File: src/rtl/kernel_launch_ctrl.sv
// Host-side launch and memory-arbitration controller for the RISC-V kernel core.
// Owns the single-port imem/dmem: host load/readback when idle, core access while running.
module kernel_launch_ctrl #(
    parameter int AddressWidth_imem = 6,
    parameter int AddressWidth_dmem = 5,
    parameter int DataWidth         = 32,
    parameter int TimeoutCycles     = 1024
) (
    input  logic                         ap_clk,
    input  logic                         ap_rst,

    input  logic                         host_cmd_valid,
    output logic                         host_cmd_ready,
    input  logic [1:0]                   host_cmd_op,
    input  logic [AddressWidth_imem-1:0] host_cmd_addr,
    input  logic [DataWidth-1:0]         host_cmd_data,
    output logic                         host_rsp_valid,
    output logic [DataWidth-1:0]         host_rsp_data,

    output logic                         busy,
    output logic                         run_done,
    output logic                         run_timeout,
    output logic [31:0]                  run_cycles,

    output logic                         core_rst,
    output logic                         core_start,
    input  logic                         core_done,
    input  logic [AddressWidth_imem-1:0] core_imem_address0,
    output logic [DataWidth-1:0]         core_imem_q0,
    input  logic [AddressWidth_dmem-1:0] core_dmem_address0,
    input  logic                         core_dmem_we0,
    input  logic [DataWidth-1:0]         core_dmem_d0,
    output logic [DataWidth-1:0]         core_dmem_q0,

    output logic [AddressWidth_imem-1:0] imem_address0,
    output logic                         imem_ce0,
    output logic                         imem_we0,
    output logic [DataWidth-1:0]         imem_d0,
    input  logic [DataWidth-1:0]         imem_q0,

    output logic [AddressWidth_dmem-1:0] dmem_address0,
    output logic                         dmem_ce0,
    output logic                         dmem_we0,
    output logic [DataWidth-1:0]         dmem_d0,
    input  logic [DataWidth-1:0]         dmem_q0
);

    typedef enum logic [2:0] {
        IDLE,
        RD_ISSUE,
        RD_RESP,
        START,
        RUN
    } state_t;

    localparam logic [1:0]  OpWrImem  = 2'b00;
    localparam logic [1:0]  OpWrDmem  = 2'b01;
    localparam logic [1:0]  OpRdDmem  = 2'b10;
    localparam logic [31:0] TimeoutLast = 32'(TimeoutCycles - 1);

    state_t                         state_q, state_d;
    logic [AddressWidth_dmem-1:0]   rdAddr_q, rdAddr_d;
    logic                           runDone_q, runDone_d;
    logic                           runTimeout_q, runTimeout_d;
    logic [31:0]                    runCycles_q, runCycles_d;
    logic [31:0]                    runCyclesInc;

    always_ff @(posedge ap_clk or posedge ap_rst) begin
        if (ap_rst) begin
            state_q      <= IDLE;
            rdAddr_q     <= '0;
            runDone_q    <= 1'b0;
            runTimeout_q <= 1'b0;
            runCycles_q  <= '0;
        end else begin
            state_q      <= state_d;
            rdAddr_q     <= rdAddr_d;
            runDone_q    <= runDone_d;
            runTimeout_q <= runTimeout_d;
            runCycles_q  <= runCycles_d;
        end
    end

    // Saturating counter step; the all-ones value is held rather than wrapping.
    assign runCyclesInc = (runCycles_q == '1) ? runCycles_q : runCycles_q + 32'd1;

    always_comb begin
        state_d            = state_q;
        rdAddr_d           = rdAddr_q;
        runDone_d          = runDone_q;
        runTimeout_d       = runTimeout_q;
        runCycles_d        = runCycles_q;

        host_cmd_ready     = 1'b0;
        host_rsp_valid     = 1'b0;
        host_rsp_data      = '0;
        core_rst           = 1'b1;
        core_start         = 1'b0;
        core_imem_q0       = '0;
        core_dmem_q0       = '0;
        imem_address0      = '0;
        imem_ce0           = 1'b0;
        imem_we0           = 1'b0;
        imem_d0            = '0;
        dmem_address0      = '0;
        dmem_ce0           = 1'b0;
        dmem_we0           = 1'b0;
        dmem_d0            = '0;

        unique case (state_q)
            IDLE: begin
                host_cmd_ready = 1'b1;
                if (host_cmd_valid) begin
                    unique case (host_cmd_op)
                        OpWrImem: begin
                            imem_ce0      = 1'b1;
                            imem_we0      = 1'b1;
                            imem_address0 = host_cmd_addr;
                            imem_d0       = host_cmd_data;
                        end
                        OpWrDmem: begin
                            dmem_ce0      = 1'b1;
                            dmem_we0      = 1'b1;
                            dmem_address0 = host_cmd_addr[AddressWidth_dmem-1:0];
                            dmem_d0       = host_cmd_data;
                        end
                        OpRdDmem: begin
                            rdAddr_d = host_cmd_addr[AddressWidth_dmem-1:0];
                            state_d  = RD_ISSUE;
                        end
                        default: begin
                            runDone_d    = 1'b0;
                            runTimeout_d = 1'b0;
                            runCycles_d  = '0;
                            state_d      = START;
                        end
                    endcase
                end
            end
            RD_ISSUE: begin
                dmem_ce0      = 1'b1;
                dmem_address0 = rdAddr_q;
                state_d       = RD_RESP;
            end
            RD_RESP: begin
                host_rsp_valid = 1'b1;
                host_rsp_data  = dmem_q0;
                state_d        = IDLE;
            end
            START: begin
                core_rst   = 1'b0;
                core_start = 1'b1;
                state_d    = RUN;
            end
            RUN: begin
                core_rst      = 1'b0;
                imem_ce0      = 1'b1;
                imem_address0 = core_imem_address0;
                dmem_ce0      = 1'b1;
                dmem_address0 = core_dmem_address0;
                dmem_we0      = core_dmem_we0;
                dmem_d0       = core_dmem_d0;
                core_imem_q0  = imem_q0;
                core_dmem_q0  = dmem_q0;
                // Completion takes priority over a timeout landing on the same cycle.
                if (core_done) begin
                    runDone_d   = 1'b1;
                    runCycles_d = runCyclesInc;
                    state_d     = IDLE;
                end else if (runCycles_q == TimeoutLast) begin
                    runTimeout_d = 1'b1;
                    state_d      = IDLE;
                end else begin
                    runCycles_d = runCyclesInc;
                end
            end
            default: state_d = IDLE;
        endcase
    end

    assign busy        = (state_q != IDLE);
    assign run_done    = runDone_q;
    assign run_timeout = runTimeout_q;
    assign run_cycles  = runCycles_q;

endmodule

File: config.mk
export PLATFORM = sky130hd
export DESIGN_NAME = kernel_launch_ctrl
export DESIGN_NICKNAME = d
export VERILOG_FILES = /design/src/rtl/kernel_launch_ctrl.sv
export SDC_FILE = /design/constraint.sdc
export NUM_CORES = 1
export LEC_CHECK = 0
export ABC_AREA = 1
export CAP_MARGIN = 20
export CORE_AREA = 2 2 144 146
export CTS_CLUSTER_DIAMETER = 100
export DETAILED_ROUTE_END_ITERATION = 8
export DIE_AREA = 0 0 146 148
export GPL_TIMING_DRIVEN = 0
export SYNTH_ARGS = -nofsm -noshare
export SYNTH_HDL_FRONTEND = slang
export SYNTH_SLANG_ARGS = --single-unit
File: constraint.sdc
create_clock -name ap_clk -period 1.85 [get_ports ap_clk]
set_clock_uncertainty 0.05 [all_clocks]
set_input_delay 0.37 -clock ap_clk [delete_from_list [all_inputs] [get_ports ap_clk]]
set_output_delay 0.37 -clock ap_clk [all_outputs]
set_load 0.1 [all_outputs]
==> out/results.ini <==
[run_status]
status = finished, violations left
violations = negative setup slack

[clocking]
clockRootBuffer = clkbuf_16
cts_max_path_buffers = 2
clkSinkCount = 42
path_clk_slew_ns = 0.06
cts_tree = done
clk_latency_ns = 0.29
cts.htree.levels = 2
numCtsBuffers = 5
ctsHoldBuffers = 0

[synth]
synthesis.nets = 951
synth_area_um2 = 4400
yosysWarnings = 0
syn_inst = 798
ys_seq_elements = 42
synth_cell_type_count = 34
ys_seq_area_frac = 0.239
syn_area_per_cell_um2 = 5.51

[setup_path]
arrival_ns = 2.04
max_stage_delay_ns = 0.43
crit_required_ns = 1.43
start_kind = flop
crit_fanout = 5
cp_cell_sequence = nor2_2, inv_2, buf_4, nor2_4, buf_6, inv_8, clkbuf_16, clkbuf_16, nor2_4, buf_12
worstSetupEndpointType = output port
cpMaxStageDelayCell = dfrtp_1
path_class = flop to output port

[route]
first_pass_iters = 5
routed_wl_um = 28400
ant_nets = 0
avgViaCountPerCell = 4.55
vias = 6783
drtIter0Drc = 313
wl_per_cell_um = 19.0
drc = 0

[finish]
layout.nets = 1372
n_fill_cell = 1658
register_area_um2 = 1060
syn_to_final_growth_pct = 188
diodes = 0
multi_input_area_um2 = 4150
design_area_um2 = 12700
drive_gt1_frac = 0.443

[run]
cap_violations = 0

[timing]
setup_viol = 211
fin_crit_sh = 1.33
worstMarginPinSlew_ns = 0.970
slew_headroom = 0.353
setup_ws_ns = -0.613
drv_slew = 0
fmax_ghz = 0.406
rsz0062_at_grt = true
hold_viol = 0
fin_crit_ns = 2.46

[power_and_ir_drop]
power_density_nw_per_um2 = 1270
power.leakage_nw = 5.42
power_mw = 16.1
peakVddDrop_uv = 927

[floorplanning]
rows = 52
initial_core_util = 0.219
die_y_um = 148
fp.dieW_um = 146
dieArea_um2 = 21600
core_area_um2 = 20000
ioPinCount = 366

[grt]
grt_usage = 0.230
grt_pass1_vias = 6428
overflow = 0
antenna_found_initial = 1
grt_pass1_wl_um = 38500
grt_max_degree = 23

[placed_design]
hpwl_um = 21100
port_buffers = 365
dpl_cell_area_um2 = 9850
place_congestion = 0.876

[hold_path]
hold_class = input pin to async pin

-- cell usage after synthesis --
master | instances | area (um2)
a21oi_2 | 1 | 8.76
nor2_1 | 205 | 769
nand3_1 | 71 | 355
nor2_2 | 3 | 18.8
ha_1 | 1 | 12.5
nand4_1 | 9 | 56.3
xnor2_1 | 2 | 17.5
nor2_8 | 1 | 20.0
inv_1 | 143 | 537
nand3b_1 | 1 | 7.51
o21ai_1 | 10 | 50.1
nor2_4 | 4 | 45.0
o21ai_0 | 40 | 200
buf_4 | 2 | 15.0
nor3b_1 | 1 | 7.51
clkbuf_1 | 14 | 52.6
buf_2 | 12 | 60.1
nor3_1 | 4 | 20.0
o21bai_1 | 2 | 15.0
a21oi_1 | 11 | 55.1
dfrtp_1 | 42 | 1050
nand2_2 | 5 | 31.3
nand2_4 | 2 | 22.5
nor3_2 | 3 | 30.0
xor2_1 | 1 | 8.76
o221ai_1 | 2 | 17.5
buf_6 | 4 | 45.0
or2_2 | 5 | 31.3
buf_1 | 3 | 11.3
o211ai_1 | 4 | 30.0
nand2_1 | 171 | 642
inv_2 | 6 | 22.5
nand3_2 | 12 | 120
a22o_1 | 1 | 8.76
-- logic make-up (layout without fill, tap and decap cells) --
logic type               after synthesis  after routing  synth area share
adder cells (fa/ha/maj)                1              1           0.00285
XOR/XNOR                               3              3           0.00598
AO/OA/AOI/OAI                         71             71            0.0877
AND/OR/NAND/NOR                      497            497             0.495
flip-flops                            42             42             0.239
buffers and inverters                184            606             0.169
-- layout make-up --
cell class	count	area share
clock buffers	8	0.0108
multi-input cells	572	0.327
plain buffers	33	0.0411
well taps	270	0.0267
flip-flops and latches	42	0.0838
repair buffers	416	0.465
inverters	149	0.0453
-- critical path, delay by kind of cell (launching register included) --
family | cells | cell delay [ns]
buffers and inverters | 7 | 0.94
flip-flops | 1 | 0.43
AND/OR/NAND/NOR | 3 | 0.38
-- sequential cells by signal, summed over array words and instances (netlist names) --
signal       count
rdAddr_q         5
run_done         1
state_q          3
run_cycles      32
run_timeout      1
-- report_power, final --
group | switching [mW] | total (mW) | internal [mW] | leakage, nW
Combinational | 9.21 | 13.8 | 4.56 | 4.80
Sequential | 0.321 | 1.46 | 1.14 | 0.553
Clock | 0.379 | 0.882 | 0.503 | 0.0652
Total | 9.90 | 16.1 | 6.21 | 5.42
-- metal layers --
metal,routed length (um),global-route usage,vias up
met1,11000,0.286,3179
met4,550,0.0568,2
met2,14700,0.397,293
li1,-,-,3275
met3,2070,0.0630,34
met5,13,0,-
-- worst paths after layout --
kind / to / cells after the start / start / slack (ns)
worst max-delay path: core_dmem_q0[29] / 10 / state_q[1]$_DFFE_PP0P_ / -0.61
worst min-delay path: run_done$_DFFE_PP0P_ / 2 / ap_rst / 0.38
worst max register to register: run_cycles[1]$_DFFE_PP0P_ / 13 / state_q[2]$_DFFE_PP0P_ / -0.39
worst min register to register: run_done$_DFFE_PP0P_ / 2 / run_done$_DFFE_PP0P_ / 0.44
max in group asynchronous: state_q[2]$_DFFE_PP0P_ / 3 / ap_rst / 0.84
min in group ap_clk: run_done$_DFFE_PP0P_ / 2 / run_done$_DFFE_PP0P_ / 0.44
-- layout by cell type, fill, tap and decap left out, drive strengths merged, types with 2 or more instances in the layout --
cell / Yosys / routed
a21oi: 12 / 12
buf: 21 / 250
clkbuf: 14 / 52
clkdlybuf4s50: 0 / 151
dfrtp: 42 / 42
inv: 149 / 148
nand2: 178 / 178
nand3: 83 / 83
nand4: 9 / 9
nor2: 213 / 213
nor3: 7 / 7
o211ai: 4 / 4
o21ai: 50 / 50
o21bai: 2 / 2
o221ai: 2 / 2
or2: 5 / 5
xnor2: 2 / 2
-- stage by stage --
step                      utilization  cells  hold slack (ns)  TNS, ns  setup WS, ns
after global routing            0.632   1490            0.446  -113.95        -0.703
after CTS                       0.545   1462            0.393  -118.27        -0.652
final                           0.632   1490            0.381   -96.93        -0.613
after detailed placement        0.491   1435            0.438  -230.13         -1.68
after floorplan                     -    798            0.441  -141.01         -1.77
after global placement          0.489   1433            0.430  -255.61         -1.69
-- timing repair --
item,in CTS,in global routing
hold endpoints to repair,0,0
gates cloned,3,10
setup buffers,17,21
pin swaps,9,25
setup endpoints to repair,244,252
gates resized for setup,1343,485
Note: power is estimated with default switching activity, not from simulation.
